## config.mk

```make
export PLATFORM = sky130hd
export DESIGN_NAME = mem_port_arbiter_flat
export DESIGN_NICKNAME = d
export VERILOG_FILES = /design/src/rtl/mem_port_arbiter_pkg.sv /design/src/rtl/mem_port_arbiter_if.sv /design/src/rtl/mem_port_arbiter_burst_counter.sv /design/src/rtl/mem_port_arbiter.sv /design/src/flat_wrapper.sv
export SDC_FILE = /design/constraint.sdc
export NUM_CORES = 1
export LEC_CHECK = 0
export CORE_AREA = 2 2 105 107
export CTS_CLUSTER_DIAMETER = 150
export DETAILED_ROUTE_END_ITERATION = 16
export DIE_AREA = 0 0 107 109
export DONT_BUFFER_PORTS = 1
export PLACE_DENSITY_LB_ADDON = 0.08
export SETUP_SLACK_MARGIN = 0.15
export SLEW_MARGIN = 10
export SYNTH_ARGS = -nofsm -noshare
export SYNTH_HDL_FRONTEND = slang
export SYNTH_SLANG_ARGS = --single-unit
```

## constraint.sdc

```tcl
create_clock -name clk -period 3.4 [get_ports clk]
set_clock_uncertainty 0.2 [all_clocks]
set_input_delay 1.02 -clock clk [delete_from_list [all_inputs] [get_ports clk]]
set_output_delay 1.02 -clock clk [all_outputs]
set_load 0.01 [all_outputs]
```

## src/rtl/mem_port_arbiter_pkg.sv

```systemverilog
// Shared types and constants for the I/D memory-port arbiter.
package mem_pkg;
  localparam int XLEN       = 32;
  localparam int LINE_WORDS = 4;
  localparam int BYTE_SHIFT = $clog2(XLEN / 8);

  typedef enum logic [1:0] {
    MA_IDLE    = 2'd0,
    MA_GRANT_I = 2'd1,
    MA_GRANT_D = 2'd2
  } ma_state_t;

  typedef enum logic {
    OWN_I = 1'b0,
    OWN_D = 1'b1
  } owner_t;

  // Word-granular beat address; wraps modulo 2^XLEN.
  function automatic logic [XLEN-1:0] beat_addr(input logic [XLEN-1:0] base,
                                                input logic [XLEN-1:0] idx);
    return base + (idx << BYTE_SHIFT);
  endfunction
endpackage

```

## src/rtl/mem_port_arbiter_if.sv

```systemverilog
// Bundle of I-side, D-side and backing-memory signals around the arbiter.
interface mem_port_arbiter_if import mem_pkg::*; #(
  parameter int LINE_WORDS = mem_pkg::LINE_WORDS
) ();
  localparam int CW = $clog2(LINE_WORDS);

  logic            i_req;
  logic [XLEN-1:0] i_addr;
  logic            i_rvalid;
  logic [XLEN-1:0] i_rdata;
  logic            i_done;

  logic            d_req;
  logic            d_we;
  logic [XLEN-1:0] d_addr;
  logic [XLEN-1:0] d_wdata;
  logic [CW-1:0]   d_beat;
  logic            d_rvalid;
  logic [XLEN-1:0] d_rdata;
  logic            d_done;

  logic            m_valid;
  logic            m_we;
  logic [XLEN-1:0] m_addr;
  logic [XLEN-1:0] m_wdata;
  logic            m_ready;
  logic [XLEN-1:0] m_rdata;

  modport slave (
    input  i_req, i_addr, d_req, d_we, d_addr, d_wdata, m_ready, m_rdata,
    output i_rvalid, i_rdata, i_done, d_beat, d_rvalid, d_rdata, d_done,
           m_valid, m_we, m_addr, m_wdata
  );

  modport master (
    output i_req, i_addr, d_req, d_we, d_addr, d_wdata, m_ready, m_rdata,
    input  i_rvalid, i_rdata, i_done, d_beat, d_rvalid, d_rdata, d_done,
           m_valid, m_we, m_addr, m_wdata
  );
endinterface

```

## src/rtl/mem_port_arbiter_burst_counter.sv

```systemverilog
// Beat counter for one burst: index, last-beat flag and beat address.
module burst_counter import mem_pkg::*; #(
  parameter  int LINE_WORDS = mem_pkg::LINE_WORDS,
  localparam int CW         = $clog2(LINE_WORDS)
) (
  input  logic            clk,
  input  logic            rst,
  input  logic            clear_i,
  input  logic            advance_i,
  input  logic [XLEN-1:0] base_i,
  output logic [CW-1:0]   cnt_o,
  output logic            last_o,
  output logic [XLEN-1:0] addr_o
);
  logic [CW-1:0] cnt_q, cnt_d;

  always_comb begin
    cnt_d = cnt_q;
    if (clear_i) begin
      cnt_d = '0;
    end else if (advance_i) begin
      // LINE_WORDS is a power of two, so the increment wraps to 0 after the last beat.
      cnt_d = cnt_q + CW'(1);
    end else begin
      cnt_d = cnt_q;
    end
  end

  always_ff @(posedge clk) begin
    if (rst) begin
      cnt_q <= '0;
    end else begin
      cnt_q <= cnt_d;
    end
  end

  assign cnt_o  = cnt_q;
  assign last_o = (cnt_q == CW'(LINE_WORDS - 1));
  assign addr_o = beat_addr(base_i, XLEN'(cnt_q));
endmodule

```

## src/rtl/mem_port_arbiter.sv

```systemverilog
// Shares one backing-memory port between I-side and D-side line bursts;
// D has priority unless I waited through the previous D burst.
module mem_port_arbiter import mem_pkg::*; #(
  parameter int LINE_WORDS = mem_pkg::LINE_WORDS
) (
  input logic               clk,
  input logic               rst,
  mem_port_arbiter_if.slave bus
);
  localparam int CW = $clog2(LINE_WORDS);

  ma_state_t       state_q, state_d;
  owner_t          owner_q, owner_d;
  logic [XLEN-1:0] base_q, base_d;
  logic            we_q, we_d;
  logic            starve_q, starve_d;
  logic            hold_q, hold_d;

  logic            grant_s;
  logic            burst_s;
  logic            accept_s;
  logic            rd_s;
  logic            last_s;
  logic [CW-1:0]   cnt_s;
  logic [XLEN-1:0] addr_s;

  assign burst_s  = (state_q != MA_IDLE);
  assign accept_s = burst_s && bus.m_ready;
  assign rd_s     = accept_s && !we_q;

  burst_counter #(.LINE_WORDS(LINE_WORDS)) u_cnt (
    .clk       (clk),
    .rst       (rst),
    .clear_i   (grant_s),
    .advance_i (accept_s),
    .base_i    (base_q),
    .cnt_o     (cnt_s),
    .last_o    (last_s),
    .addr_o    (addr_s)
  );

  always_ff @(posedge clk) begin
    if (rst) begin
      state_q <= MA_IDLE;
    end else begin
      state_q <= state_d;
    end
  end

  always_ff @(posedge clk) begin
    if (rst) begin
      owner_q  <= OWN_I;
      base_q   <= '0;
      we_q     <= 1'b0;
      starve_q <= 1'b0;
      hold_q   <= 1'b0;
    end else begin
      owner_q  <= owner_d;
      base_q   <= base_d;
      we_q     <= we_d;
      starve_q <= starve_d;
      hold_q   <= hold_d;
    end
  end

  // hold_q masks the IDLE cycle right after done, while the finished requester still shows req.
  always_comb begin
    state_d  = state_q;
    owner_d  = owner_q;
    base_d   = base_q;
    we_d     = we_q;
    starve_d = starve_q;
    hold_d   = 1'b0;
    grant_s  = 1'b0;
    case (state_q)
      MA_IDLE: begin
        if (!hold_q && (bus.i_req || bus.d_req)) begin
          grant_s  = 1'b1;
          starve_d = 1'b0;
          if (bus.d_req && !(starve_q && bus.i_req)) begin
            state_d = MA_GRANT_D;
            owner_d = OWN_D;
            base_d  = bus.d_addr;
            we_d    = bus.d_we;
          end else begin
            state_d = MA_GRANT_I;
            owner_d = OWN_I;
            base_d  = bus.i_addr;
            we_d    = 1'b0;
          end
        end else begin
          state_d = MA_IDLE;
        end
      end
      MA_GRANT_I: begin
        if (accept_s && last_s) begin
          state_d = MA_IDLE;
          hold_d  = 1'b1;
        end else begin
          state_d = MA_GRANT_I;
        end
      end
      MA_GRANT_D: begin
        starve_d = starve_q || bus.i_req;
        if (accept_s && last_s) begin
          state_d = MA_IDLE;
          hold_d  = 1'b1;
        end else begin
          state_d = MA_GRANT_D;
        end
      end
      default: begin
        state_d = MA_IDLE;
      end
    endcase
  end

  always_comb begin
    bus.m_valid  = 1'b0;
    bus.m_we     = 1'b0;
    bus.m_addr   = '0;
    bus.m_wdata  = '0;
    bus.d_beat   = cnt_s;
    bus.i_rvalid = 1'b0;
    bus.i_rdata  = '0;
    bus.i_done   = 1'b0;
    bus.d_rvalid = 1'b0;
    bus.d_rdata  = '0;
    bus.d_done   = 1'b0;
    if (burst_s) begin
      bus.m_valid = 1'b1;
      bus.m_we    = we_q;
      bus.m_addr  = addr_s;
      bus.m_wdata = bus.d_wdata;
      if (owner_q == OWN_D) begin
        bus.d_rvalid = rd_s;
        bus.d_rdata  = rd_s ? bus.m_rdata : '0;
        bus.d_done   = accept_s && last_s;
      end else begin
        bus.i_rvalid = rd_s;
        bus.i_rdata  = rd_s ? bus.m_rdata : '0;
        bus.i_done   = accept_s && last_s;
      end
    end else begin
      bus.m_valid = 1'b0;
    end
  end
endmodule

```

## src/flat_wrapper.sv

```systemverilog
// flat-port wrapper written by rule: the top's interface ports become plain ports
module mem_port_arbiter_flat import mem_pkg::*;
#(
  parameter int LINE_WORDS = mem_pkg::LINE_WORDS
)
  (clk, rst, bus_i_req, bus_i_addr, bus_d_req, bus_d_we, bus_d_addr, bus_d_wdata, bus_m_ready, bus_m_rdata, bus_i_rvalid, bus_i_rdata, bus_i_done, bus_d_beat, bus_d_rvalid, bus_d_rdata, bus_d_done, bus_m_valid, bus_m_we, bus_m_addr, bus_m_wdata);
  mem_port_arbiter_if #(.LINE_WORDS(LINE_WORDS)) bus_i ();
  input logic clk;
  input logic rst;
  input wire logic [$bits(bus_i.i_req)-1:0] bus_i_req;
  input wire logic [$bits(bus_i.i_addr)-1:0] bus_i_addr;
  input wire logic [$bits(bus_i.d_req)-1:0] bus_d_req;
  input wire logic [$bits(bus_i.d_we)-1:0] bus_d_we;
  input wire logic [$bits(bus_i.d_addr)-1:0] bus_d_addr;
  input wire logic [$bits(bus_i.d_wdata)-1:0] bus_d_wdata;
  input wire logic [$bits(bus_i.m_ready)-1:0] bus_m_ready;
  input wire logic [$bits(bus_i.m_rdata)-1:0] bus_m_rdata;
  output wire logic [$bits(bus_i.i_rvalid)-1:0] bus_i_rvalid;
  output wire logic [$bits(bus_i.i_rdata)-1:0] bus_i_rdata;
  output wire logic [$bits(bus_i.i_done)-1:0] bus_i_done;
  output wire logic [$bits(bus_i.d_beat)-1:0] bus_d_beat;
  output wire logic [$bits(bus_i.d_rvalid)-1:0] bus_d_rvalid;
  output wire logic [$bits(bus_i.d_rdata)-1:0] bus_d_rdata;
  output wire logic [$bits(bus_i.d_done)-1:0] bus_d_done;
  output wire logic [$bits(bus_i.m_valid)-1:0] bus_m_valid;
  output wire logic [$bits(bus_i.m_we)-1:0] bus_m_we;
  output wire logic [$bits(bus_i.m_addr)-1:0] bus_m_addr;
  output wire logic [$bits(bus_i.m_wdata)-1:0] bus_m_wdata;
  assign bus_i.i_req = bus_i_req;
  assign bus_i.i_addr = bus_i_addr;
  assign bus_i.d_req = bus_d_req;
  assign bus_i.d_we = bus_d_we;
  assign bus_i.d_addr = bus_d_addr;
  assign bus_i.d_wdata = bus_d_wdata;
  assign bus_i.m_ready = bus_m_ready;
  assign bus_i.m_rdata = bus_m_rdata;
  assign bus_i_rvalid = bus_i.i_rvalid;
  assign bus_i_rdata = bus_i.i_rdata;
  assign bus_i_done = bus_i.i_done;
  assign bus_d_beat = bus_i.d_beat;
  assign bus_d_rvalid = bus_i.d_rvalid;
  assign bus_d_rdata = bus_i.d_rdata;
  assign bus_d_done = bus_i.d_done;
  assign bus_m_valid = bus_i.m_valid;
  assign bus_m_we = bus_i.m_we;
  assign bus_m_addr = bus_i.m_addr;
  assign bus_m_wdata = bus_i.m_wdata;
  mem_port_arbiter #(.LINE_WORDS(LINE_WORDS)) u_core (.clk(clk), .rst(rst), .bus(bus_i));
endmodule
```

# Word level (Yosys, flattened, before mapping)
# Index checks and enable logic that the tools add are counted.
dict set report word_totals {
  output_inout_bits 136
  in_bits 134
  wordCells 63
  regBits 40
}
dict set report classes {
  reduce_logical 19
  mux 30
  n_bitwise 1
  eq_ne 4
  n_addsub 2
}
# cell count
set op_table {}
lappend op_table {{2-to-1 mux 32 bit} 8}
lappend op_table {{adder 32 x 4 -> 32 bit} 1}
lappend op_table {{2-to-1 mux 1 bit} 17}
lappend op_table {{logical AND 1 bit} 6}
lappend op_table {{2-to-1 mux 2 bit} 3}
lappend op_table {{case mux 2 bit (3 select lines)} 1}
lappend op_table {{OR reduction 2 bit} 3}
lappend op_table {{equality test 2 bit, second input constant} 2}
lappend op_table {{AND reduction 2 bit} 2}
lappend op_table {{nonzero test 2 bit} 2}
lappend op_table {{logical NOT 1 bit} 3}
lappend op_table {{adder 2 x 1 -> 2 bit, second input constant} 1}
lappend op_table {{equality test 2 x 1 -> 1 bit, second input constant} 1}
lappend op_table {{logical NOT 2 bit} 1}
lappend op_table {{logical OR 1 bit} 2}
lappend op_table {{inequality test 2 x 1 -> 1 bit, second input constant} 1}
lappend op_table {{case mux 1 bit (2 select lines)} 1}
lappend op_table {{NOT 1 bit} 1}

# Longest topological paths before layout
# Gate-level depths: netlist of run 1.
dict set report depth {
  ltp_word 6
  ltp_mapped 8
  ltp_nobuf 6
}

# By module
# From an unflattened synthesis of run 1, not the netlist that was laid out.
dict set report unflattened {
  cells_unflattened 458
  area_unflattened_um2 3467.1
}
# mod area_each_um2 instances seq_area_each_um2 cells_per_inst
set by_module_without_submodules {}
lappend by_module_without_submodules {mem_port_arbiter 2760.1 1 760.7 370}
lappend by_module_without_submodules {burst_counter 706.9 1 40.0 88}

# Worst setup path after synthesis of run 1
# Ideal clock, no wire load.
dict set report synth_path {
  kind {in2out}
  from {input bus_m_ready}
  to {output bus_i_rdata[22]}
  arrival_time_ns 2.207
  required_time_ns 2.180
  setup_slack_ns -0.027
  cell_stages 4
  path_buffers 1
  cell_sequence {nor2b_1 nor3b_1 clkbuf_1 and2_1}
}
dict set report synth_between {
  elab_chain_len 5
}
# element line_no
set synth_rtl {}
lappend synth_rtl {{from (decl)} flat_wrapper.sv:16} ;# input wire logic [$bits(bus_i.m_ready)-1:0] bus_m_ready;
lappend synth_rtl {{logical AND 1 bit} mem_port_arbiter.sv:28} ;# assign accept_s = burst_s && bus.m_ready;
lappend synth_rtl {{logical AND 1 bit} mem_port_arbiter.sv:29} ;# assign rd_s = accept_s && !we_q;
lappend synth_rtl {{2-to-1 mux 32 bit} mem_port_arbiter.sv:141} ;# bus.i_rdata = rd_s ? bus.m_rdata : '0;
lappend synth_rtl {{2-to-1 mux 32 bit} mem_port_arbiter.sv:135} ;# if (owner_q == OWN_D) begin
lappend synth_rtl {{2-to-1 mux 32 bit} mem_port_arbiter.sv:130} ;# if (burst_s) begin
lappend synth_rtl {{to (decl)} flat_wrapper.sv:19} ;# output wire logic [$bits(bus_i.i_rdata)-1:0] bus_i_rdata;
# No other way between the ends.

# Worst setup path in the final report of run 1
dict set report layout_path {
  from {register u_core.u_cnt.cnt_q[0] (netlist: u_core.u_cnt.cnt_o[0])}
  to {output bus_m_addr[30]}
}
dict set report layout_between {
  elab_chain_len 2
}
# element line_no
set layout_rtl {}
lappend layout_rtl {{from (decl)} mem_port_arbiter_burst_counter.sv:15} ;# logic [CW-1:0] cnt_q, cnt_d;
lappend layout_rtl {{from (signal assigned)} mem_port_arbiter_burst_counter.sv:33} ;# cnt_q <= cnt_d;
lappend layout_rtl {{adder 32 x 4 -> 32 bit} mem_port_arbiter_pkg.sv:21} ;# return base + (idx << BYTE_SHIFT);
lappend layout_rtl {{2-to-1 mux 32 bit} mem_port_arbiter.sv:130}
lappend layout_rtl {{to (decl)} flat_wrapper.sv:27} ;# output wire logic [$bits(bus_i.m_addr)-1:0] bus_m_addr;
# No other way between the ends.

==> impl_results.md, run 1 <==
* Worst Hold Slack at 319.6 ps
* Drt drc at 0
* Rows at 38
* Worst min path class: register to register
* Top cells by area, synth: dfxtp_1, and2_1, a222oi_1
* Worst r2r src: u_core.state_q[1]
* Initial antenna violation count at 0
* Final WS setup at -124.2 ps
* H-tree depth at 2
* GRT Residual Overflow at 0
* Port bufs at 0
* Fraction of layout cells with a size suffix above 1 at 0.2867
* Clock Power Share at 0.282
* Gr usage total at 0.1765
* Post-Place Setup Slack at 74.09 ps
* Yosys top cell by area: dfxtp_1
* Post-layout util at 0.3786
* Via count at 3267
* Die area at 11660 sq um
* CTS sink cnt at 40
* Critical path capture point type: output pin
* Worst Path Required at 2180 ps
* PD cells at 360.0 nW/um^2
* Register area at 830.8 sq um
* Failing checks: setup timing
* Crit path cell chain: ha_4 -> fa_2 -> nand4_1 -> or4_4 -> or4_4 -> a21oi_4
* Combinational power share at 0.326
* Final slew viol count at 0
* Root Driver: clkbuf_8
* Area Growth Syn to Fin at 32.51%
* Initial Util at 0.2857
* Crit path DAT at 2300 ps
* Min cycle time layout at 3524 ps
* VDD IR max at 0.2054 mV
* Register area share after synthesis at 0.2644
* Reg power frac at 0.392
* Worst path most repeated cell: or4_4
* WL/cell at 21.02 microns
* Distinct cells, synth at 39
* Simple-gate area share of the yosys netlist at 0.4176
* Die W at 107 microns
* Int Pwr at 0.0009029 W
* HPWL Detailed at 8453 microns
* Max transition margin at 0.6338
* Synth warnings at 0
* Final Hold Viols at 0
* Finish-stage setup viols at 3
* Worst slew pin tran at 549.3 ps
* Hold Crit Start: u_core.base_q[0]
* Worst setup SP type: register
* Max_cap viols at 0
* Final GP Congestion at 0.7875
* CTS Buf Count at 5
* Core Area at 10600 sq um
* Area fraction of the dominant cell type after synthesis at 0.2644
* CP max-delay cell: or4_4
* CP peak stage delay at 480 ps
* Async SR Flop Fraction at 0
* Vias in the first global route at 2900
* Pre-antenna DRT Iters at 6
* Clock transition at path regs at 90 ps
* DRT antenna net count at 0
* Fillers at 1109
* Num ports at 270
* Synthesized Nets at 542
* Final wirelength at 11820 microns
* Final period utilization at 1.037
* Switching power at 0.0005423 W
* Mux contribution to synthesized area at 0.007022
* Hold_buf cts at 0
* Post-synth EDFFs at 0
* Synth Area in Compound Gates at 0.1912
* Largest family of logic cells by synthesized area: simple AND/OR/NAND/NOR gates
* Syn avg cell area at 7.573 sq um
* TritonCTS clock tree: yes
* Area of the multi-input gates at 2509 sq um
* RSZ-0062 raised after global routing: yes
* Layout Nets at 563
* Clock latency on the worst-skew pair at 300 ps
* Highest clock rate at 283.8 MHz
* Deepest clock path buffer count at 2
* Crit Path Max Fanout at 6
* Static Leak at 1.403 nW
* Sw Ratio at 0.3752
* Via/cell ratio at 5.813
* Main synth FF type: dfxtp_1
* Synth Instances at 400
* Yosys reg bits at 40
* ANT cells at 0
* DR iter-0 viols at 198
* Setup crit start: u_core.u_cnt.cnt_o[0]
* Largest net degree at the start of global routing at 41
* Outcome: finished with violations
* Worst setup path class: register to output pin
* Area share of fa/ha/maj cells after synthesis at 0.03552
* Total power at 0.001445 W
* Global-route wire length before repair at 16220 microns
* Die Y-Extent at 109 microns
* Xor and xnor area share after synthesis at 0.03470
* Synth Cell Area at 3029 sq um
-- registers in the layout, summed over array words and instances (netlist names) --
| register | count |
|---|---|
| u_core.hold_q | 1 |
| u_core.owner_q | 1 |
| u_core.starve_q | 1 |
| u_core.u_cnt.cnt_o | 2 |
| u_core.base_q | 32 |
| u_core.state_q | 2 |
| u_core.we_q | 1 |
-- per-layer routing --
metal | global-route usage | vias up | share of wire
li1 | - | 1496 | -
met1 | 0.2136 | 1618 | 0.40
met3 | 0.02809 | 4 | 0.063
met5 | 0 | - | 0
met2 | 0.3326 | 149 | 0.53
met4 | 0.03061 | 0 | 0.0055
-- cells in the final DEF, fill, tap and decap left out, drive strengths merged --
master,count
clkinvlp,1
o21a,1
a21o,1
o21ai,4
buf,46
o31ai,12
o41ai,1
dfxtp,40
nor3b,3
a21oi,17
and2,65
or2,1
mux2,1
nor4,2
bufinv,1
and4,2
a22oi,1
or4,12
and3,8
clkbuf,5
a222oi,32
nor2,48
nand2,15
or3,3
o31a,1
mux2i,1
o311ai,1
nand2b,2
nor2b,40
clkinv,1
ha,7
nor3,6
xnor2,3
nand3,11
nand4,10
xor2,9
fa,1
a211oi,2
inv,5
-- cells by family after synthesis --
group / count (synthesis)
and+or+nand+nor: 226
AOI/OAI and AO/OA: 73
DFF: 40
buffers and inverters: 39
xor gates and xnor gates: 12
adders and majority gates: 8
muxes: 2
-- power by group through the flow --
| stage | clock [W] | sequential (W) | combinational (W) |
|---|---|---|---|
| final | 0.000407 | 0.000567 | 0.000471 |
| after global routing | 0.000442 | 0.000575 | 0.000516 |
| after CTS | 0.000425 | 0.000568 | 0.000435 |
| after detailed placement | 0 | 0.000575 | 0.000420 |
| after global placement | 0 | 0.000575 | 0.000419 |
| after floorplan | 0 | 0.000563 | 0.000321 |
-- final cells by class --
class	count	share of cell area
inverters	5	0.004676
clock buffers	5	0.01714
multi-input cells	323	0.6250
flip-flops and latches	40	0.2070
well taps	140	0.04364
clock inverters	3	0.01060
repair buffers	46	0.09196
-- path summary, 6_finish.rpt --
check / end / slack (ps) / cells past startpoint
hold / removal: u_core.base_q[0] / 320 / 2
setup / recovery: bus_m_addr[30] / -120 / 6
hold reg to reg: u_core.base_q[0] / 320 / 2
setup reg to reg: u_core.base_q[8] / 750 / 8
-- synthesized netlist by cell type, drive strengths merged (2+ instances only) --
master,n
nor2,48
nand2b,2
buf,4
xnor2,3
xor2,9
o21ai,4
and4,2
ha,7
o31ai,12
and3,8
and2,65
clkbuf,30
nor2b,40
a211oi,2
a222oi,32
nand2,15
inv,5
nor3b,3
nand4,10
nand3,9
or3,3
nor4,2
nor3,6
dfxtp,40
a21oi,17
or4,12
-- metrics by stage --
step                      setup TNS, ps  std cells  instance area (sq um)
after detailed placement              0        534                   3326
after global routing             -547.8        562                   4014
final                            -247.0        562                   4014
after CTS                        -378.1        546                   3603
after floorplan                       0        400                   3068
after global placement                0        534                   3326
-- timing repair --
action,in CTS,in global routing
gates cloned,1,2
gates resized for setup,39,55
setup buffers,3,14
endpoints found under the setup margin,17,18
pin swaps,9,21
-- critical path: cells and delay by family (launching register included) --
family	cells	cell delay, ps
adders and majority gates	2	350
DFF	1	410
AOI/OAI and AO/OA	1	180
and+or+nand+nor	3	1050
Power figures use the tool's default switching activity.
==> inputs of run 2 (changes only) <==
--- a/config.mk
+++ b/config.mk
@@ -5,14 +5,15 @@
 export SDC_FILE = /design/constraint.sdc
 export NUM_CORES = 1
 export LEC_CHECK = 0
-export CORE_AREA = 2 2 105 107
+export CORE_AREA = 2 2 106 108
 export CTS_CLUSTER_DIAMETER = 150
 export DETAILED_ROUTE_END_ITERATION = 16
-export DIE_AREA = 0 0 107 109
+export DIE_AREA = 0 0 108 110
 export DONT_BUFFER_PORTS = 1
 export PLACE_DENSITY_LB_ADDON = 0.08
 export SETUP_SLACK_MARGIN = 0.15
 export SLEW_MARGIN = 10
 export SYNTH_ARGS = -nofsm -noshare
 export SYNTH_HDL_FRONTEND = slang
+export SYNTH_HIERARCHICAL = 1
 export SYNTH_SLANG_ARGS = --single-unit
==> impl_results.md, run 2 <==
* Top cells by area, synth: dfxtp_1, nor2b_1, nand3_1 (was dfxtp_1, and2_1, a222oi_1)
* Largest net degree at the start of global routing at 42 (was 41)
* Crit Path Max Fanout at 5 (was 6)
* PD cells at 352.0 nW/um^2 (was 360.0 nW/um^2)
* Post-synth EDFFs at 0 (unchanged)
* Max_cap viols at 0 (unchanged)
* Final GP Congestion at 0.8605 (was 0.7875)
* DRT antenna net count at 0 (unchanged)
* Static Leak at 1.433 nW (was 1.403 nW)
* Yosys top cell by area: dfxtp_1 (unchanged)
* Synthesized Nets at 601 (was 542)
* Outcome: finished, final reports clean (was finished with violations)
* Total power at 0.001389 W (was 0.001445 W)
* Num ports at 270 (unchanged)
* Synth Instances at 458 (was 400)
* Commonest non-fill, non-tap cell in the layout: nand3_1 (was and2_1)
* Final wirelength at 13940 microns (was 11820 microns)
* Synth Area in Compound Gates at 0.1267 (was 0.1912)
* Gr busiest metal: met2 (unchanged)
* Clock transition at path regs at 90 ps (about the same)
* Synth warnings at 6 (was 0)
* Port bufs at 0 (unchanged)
* CP max-delay cell: dfxtp_2 (was or4_4)
* Final period utilization at 0.9485 (was 1.037)
* Area share of fa/ha/maj cells after synthesis at 0.03464 (was 0.03552)
* Int Pwr at 0.0008559 W (was 0.0009029 W)
* Layout Nets at 593 (was 563)
* Die area at 11880 sq um (was 11660 sq um)
* H-tree depth at 2 (unchanged)
* Global-route wire length before repair at 19330 microns (was 16220 microns)
* Min cycle time layout at 3225 ps (was 3524 ps)
* Register area share after synthesis at 0.2310 (was 0.2644)
* Root Driver: clkbuf_8 (unchanged)
* Simple-gate area share of the yosys netlist at 0.4605 (was 0.4176)
* CP peak stage delay at 390 ps (was 480 ps)
* WL/cell at 23.59 microns (was 21.02 microns)
* Initial Util at 0.3241 (was 0.2857)
* Crit path cell chain: nand4_4 -> nor4_4 -> buf_4 -> buf_4 -> nand4_1 -> xnor2_1 -> nor2b_4 (was ha_4 -> fa_2 -> nand4_1 -> or4_4 -> or4_4 -> a21oi_4)
* Fraction of layout cells with a size suffix above 1 at 0.2200 (was 0.2867)
* Worst slew pin tran at 783.1 ps (was 549.3 ps)
* Drt drc at 0 (unchanged)
* VDD IR max at 0.1232 mV (was 0.2054 mV)
* CTS Buf Count at 5 (unchanged)
* Max transition margin at 0.4780 (was 0.6338)
* Area fraction of the dominant cell type after synthesis at 0.2310 (was 0.2644)
* Syn avg cell area at 7.570 sq um (was 7.573 sq um)
* Worst min path class: register to register (unchanged)
* Final Hold Viols at 0 (unchanged)
* Final slew viol count at 0 (unchanged)
* Highest clock rate at 310.1 MHz (was 283.8 MHz)
* Distinct cells, synth at 40 (was 39)
* Die W at 108 microns (was 107 microns)
* Main synth FF type: dfxtp_1 (unchanged)
* Clock Power Share at 0.259 (was 0.282)
* Worst setup path class: register to output pin (unchanged)
* Met1 GRT Util at 0.2597 (was 0.2136)
* Count leader, synth: nand3_1 (was and2_1)
* TritonCTS clock tree: yes (unchanged)
* DR iter-0 viols at 167 (was 198)
* Flip-flop count of the largest register, all copies and words added at 32 (unchanged)
* Critical path capture point type: output pin (unchanged)
* Synth Cell Area at 3467 sq um (was 3029 sq um)
* CTS sink cnt at 40 (unchanged)
* Core Area at 10700 sq um (was 10600 sq um)
* CP delay by family, top: simple AND/OR/NAND/NOR gates (unchanged)
* Largest family of logic cells by synthesized area: simple AND/OR/NAND/NOR gates (unchanged)
* Most frequent cells in the layout: nand3_1, and2_1, nor2b_1 (was and2_1, nor2_1, nor2b_1)
* Clock latency on the worst-skew pair at 300 ps (about the same)
* Finish-stage setup viols at 0 (was 3)
* Grt met2 use at 0.3814 (was 0.3326)
* Reg power frac at 0.413 (was 0.392)
* Grt met3 use at 0.08348 (was 0.02809)
* Area Growth Syn to Fin at 13.82% (was 32.51%)
* Worst Path Required at 2180 ps (about the same)
* Reg with most FFs: u_core/base_q (was u_core.base_q)
* Switching power at 0.0005330 W (was 0.0005423 W)
* Vias in the first global route at 3180 (was 2900)
* Via/cell ratio at 5.663 (was 5.813)
* Rows at 38 (unchanged)
* Gr usage total at 0.2205 (was 0.1765)
* RSZ-0062 raised after global routing: yes (unchanged)
* Via count at 3347 (was 3267)
* Mux contribution to synthesized area at 0.002887 (was 0.007022)
* Sw Ratio at 0.3837 (was 0.3752)
* Initial antenna violation count at 4 (was 0)
* Yosys reg bits at 40 (unchanged)
* Setup TNS at 0 ps (was -247.0 ps)
* Synth top cells by count: nand3_1, nor2b_1, and2_1 (was and2_1, nor2_1, dfxtp_1, nor2b_1, a222oi_1)
* Xor and xnor area share after synthesis at 0.07326 (was 0.03470)
* Bufs and invs on worst path at 2 (was 0)
* Async SR Flop Fraction at 0 (unchanged)
* HPWL Detailed at 10630 microns (was 8453 microns)
* Crit path DAT at 2000 ps (was 2300 ps)
* Worst setup SP type: register (unchanged)
* Pre-antenna DRT Iters at 6 (unchanged)
* Combinational power share at 0.328 (was 0.326)
* Worst path most repeated cell: buf_4 (was or4_4)
* Deepest clock path buffer count at 2 (unchanged)
* Die Y-Extent at 110 microns (was 109 microns)
* GRT Residual Overflow at 0 (unchanged)
-- run 2: layout make-up --
type / count / area [sq um]
Antenna cell: 1 / 2.502
Clock buffer: 7 / 96.34
Fill cell: 1133 / 6751
Inverter: 7 / 26.28
Multi-Input combinational cell: 369 / 2606
Sequential cell: 40 / 829.5
Tap cell: 140 / 175.2
Timing Repair Buffer: 27 / 210.2
-- run 2: power groups by stage --
stage                     clock network, W  registers, W  logic [W]
after floorplan                          0      0.000564   0.000346
after global placement                   0      0.000578   0.000426
after detailed placement                 0      0.000577   0.000429
after CTS                         0.000368      0.000572   0.000452
after global routing              0.000391      0.000582   0.000501
final                             0.000360      0.000573   0.000456
-- run 2: path summary, 6_finish.rpt --
path | endpoint | start | slack, ps | depth (start not counted)
worst max-delay path | bus_m_addr[28] | u_core/base_q[5] | 180 | 7
worst min-delay path | u_core/base_q[1] | u_core/base_q[1] | 300 | 2
worst max register to register | u_core/base_q[3] | u_core/state_q[1] | 630 | 7
worst min register to register | u_core/base_q[1] | u_core/base_q[1] | 300 | 2
-- run 2: cells by family after synthesis --
logic type / Yosys count
fa+ha+maj: 9
buf+inv: 49
xor+xnor: 29
mux: 1
flops: 40
compound gates: 74
simple gates: 256
-- run 2: metal layers --
metal  vias to the layer above  wire [microns]  part of all wire
li1                       1555               -                 -
met1                      1614            5423              0.39
met2                       154            6906              0.50
met3                        18            1375             0.099
met4                         6             197             0.014
met5                         -              39            0.0028
-- run 2: timing repair --
item                                    4_1_cts  5_1_grt
pin swaps                                     7       11
setup buffers                                 5        4
gates resized for setup                      42       20
hold endpoints to repair                      0        0
hold buffers                                  0        0
endpoints found under the setup margin       22       22
-- run 2: through the flow --
stage	utilization	hold slack [ps]	instance area (sq um)	instances	worst slack, ps
floorplan	-	273.2	3467	458	261.9
global placement	0.3332	288.9	3565	574	187.9
detailed placement	0.3332	289.2	3565	574	120.2
CTS	0.3601	300.9	3852	586	151.9
global route	0.3687	355.1	3944	590	44.19
finish	0.3689	299.9	3946	591	175.1
-- run 2: tightest hold or removal path, delay by kind of cell, from the launching register on --
family             cells  cell delay [ps]
DFF                    1              320
AOI/OAI and AO/OA      2              150
==> inputs of run 3 (changes only) <==
--- a/config.mk
+++ b/config.mk
@@ -10,7 +10,6 @@
 export DETAILED_ROUTE_END_ITERATION = 16
 export DIE_AREA = 0 0 108 110
 export DONT_BUFFER_PORTS = 1
-export PLACE_DENSITY_LB_ADDON = 0.08
 export SETUP_SLACK_MARGIN = 0.15
 export SLEW_MARGIN = 10
 export SYNTH_ARGS = -nofsm -noshare
==> impl_results.md, run 3 (synthesis results as in run 2) <==
* Max_cap viols at 0 (unchanged)
* RSZ-0062 raised after global routing: yes (unchanged)
* Setup crit start: u_core/u_cnt/cnt_o[0] (was u_core/base_q[5])
* Crit path cell chain: ha_4 -> fa_2 -> inv_2 -> nor4_4 -> buf_4 -> nand4_1 -> xnor2_1 -> nor2b_2 -> buf_6 (was nand4_4 -> nor4_4 -> buf_4 -> buf_4 -> nand4_1 -> xnor2_1 -> nor2b_4)
* Commonest non-fill, non-tap cell in the layout: nand3_1 (unchanged)
* CTS Buf Count at 5 (unchanged)
* Static Leak at 1.409 nW (was 1.433 nW)
* Worst r2r src: u_core/state_q[0] (was u_core/state_q[1])
* CP max-delay cell: dfxtp_2 (unchanged)
* Core Area at 10700 sq um (unchanged)
* Initial Util at 0.3241 (unchanged)
* Most frequent cells in the layout: nand3_1, nor2b_1, and2_1 (was nand3_1, and2_1, nor2b_1)
* Clock latency on the worst-skew pair at 290 ps (was 300 ps)
* Min cycle time layout at 3298 ps (was 3225 ps)
* Cells on Worst Hold Path at 2 (unchanged)
* FF-to-FF End: u_core/base_q[18] (was u_core/base_q[3])
* Deepest clock path buffer count at 2 (unchanged)
* Worst Setup EP: bus_m_addr[22] (was bus_m_addr[28])
* Critical path capture point type: output pin (unchanged)
* Initial antenna violation count at 4 (unchanged)
* Die W at 108 microns (unchanged)
* Num ports at 270 (unchanged)
* VDD IR max at 0.2117 mV (was 0.1232 mV)
* Final slew viol count at 0 (unchanged)
* Finish-stage setup viols at 0 (unchanged)
* Fraction of layout cells with a size suffix above 1 at 0.1946 (was 0.2200)
* Placed cell count at 573 (was 574)
* Crit Path Max Fanout at 5 (unchanged)
* Highest clock rate at 303.2 MHz (was 310.1 MHz)
* Clock transition at path regs at 80 ps (was 90 ps)
* DRT antenna net count at 0 (unchanged)
* Outcome: finished, final reports clean (unchanged)
* Final wirelength at 14680 microns (was 13940 microns)
* Drt drc at 0 (unchanged)
* Worst min path class: register to register (unchanged)
* Worst R2R Setup Slack at 720 ps (was 630 ps)
* GRT Residual Overflow at 0 (unchanged)
* WL/cell at 24.92 microns (was 23.59 microns)
* Flip-flop count of the largest register, all copies and words added at 32 (unchanged)
* Post-layout util at 0.3662 (was 0.3689)
* Crit path DAT at 2080 ps (was 2000 ps)
* CP peak stage delay at 360 ps (was 390 ps)
* Die area at 11880 sq um (unchanged)
* Port bufs at 0 (unchanged)
* Final WS setup at 102.1 ps (was 175.1 ps)
* Layout Nets at 589 (was 593)
* Hold_buf cts at 0 (unchanged)
* Reg2Reg Depth at 7 (unchanged)
* Pre-antenna DRT Iters at 4 (was 6)
* Global-route wire length before repair at 19840 microns (was 19330 microns)
* Worst slew pin tran at 678.6 ps (was 783.1 ps)
* Final Non-Filler Cells at 589 (was 591)
* PD cells at 373.9 nW/um^2 (was 352.0 nW/um^2)
* Final period utilization at 0.9700 (was 0.9485)
* Final GP Congestion at 0.8142 (was 0.8605)
* H-tree depth at 2 (unchanged)
* Worst setup path class: register to output pin (unchanged)
* Gr usage total at 0.2299 (was 0.2205)
* Worst Path Required at 2180 ps (about the same)
* Vias in the first global route at 3118 (was 3180)
* Post-Place Setup Slack at 221.8 ps (was 120.2 ps)
* Via/cell ratio at 5.772 (was 5.663)
* Setup TNS at 0 ps (unchanged)
* Largest net degree at the start of global routing at 41 (was 42)
* CTS sink cnt at 40 (unchanged)
* Area Growth Syn to Fin at 12.99% (was 13.82%)
* Worst setup SP type: register (unchanged)
* DR iter-0 viols at 144 (was 167)
* Max transition margin at 0.5476 (was 0.4780)
* Die Y-Extent at 110 microns (unchanged)
* Root Driver: clkbuf_8 (unchanged)
* HPWL Detailed at 11630 microns (was 10630 microns)
* TritonCTS clock tree: yes (unchanged)
* Rows at 38 (unchanged)
* Via count at 3400 (was 3347)
* Reg with most FFs: u_core/base_q (unchanged)
* Final Hold Viols at 0 (unchanged)
[run 3: worst min path at each step]
stage	from	slack (ps)	to
after floorplan	u_core/base_q[0]	270	u_core/base_q[0]
after global routing	u_core/base_q[0]	310	u_core/base_q[0]
after CTS	u_core/base_q[1]	290	u_core/base_q[1]
after detailed placement	u_core/base_q[1]	280	u_core/base_q[1]
final	u_core/base_q[1]	300	u_core/base_q[1]
after global placement	u_core/base_q[1]	280	u_core/base_q[1]
[run 3: worst max-delay path: cells and delay by family, from the launching register on]
kind	cells	cell delay, ps
fa+ha+maj	2	360
simple gates	3	530
xor+xnor	1	160
buf+inv	3	370
flops	1	360
[run 3: repair_timing]
action | 4_1_cts | 5_1_grt
setup buffers | 3 | 3
cloned | 0 | 0
pin swaps | 3 | 8
setup endpoints to repair | 21 | 45
gates resized for setup | 10 | 37
[run 3: where the power goes]
group	leakage [nW]	total, W	internal, W	switching [W]
registers	0.332	0.000576	0.000516	0.0000602
clock network	0.0645	0.000441	0.000259	0.000182
logic	1.01	0.000448	0.000153	0.000295
total	1.41	0.00146	0.000928	0.000537
[run 3: per-stage QoR]
| stage | power (W) | instance area [sq um] | hold slack [ps] |
|---|---|---|---|
| floorplan | 0.0009097 | 3467 | 273.2 |
| global placement | 0.0009969 | 3557 | 279.7 |
| detailed placement | 0.001004 | 3557 | 282.9 |
| CTS | 0.001445 | 3749 | 294.1 |
| global route | 0.001537 | 3918 | 313.9 |
| finish | 0.001465 | 3918 | 304.1 |
[run 3: per-layer routing]
metal,GRT usage,wire (microns),part of all wire
met5,0,0,0
met4,0.05952,270,0.018
met3,0.06643,1285,0.088
met2,0.4102,7389,0.50
met1,0.2706,5733,0.39
[run 3: layout make-up]
cell class                 instances  area (sq um)
antenna                            2         5.005
inverter                           7         26.28
fill                            1169          6780
clock buffer                       7         96.34
clock inverter                     1         30.03
sequential                        40         810.8
tap                              140         175.2
multi-input combinational        369          2590
timing repair buffer              23         183.9
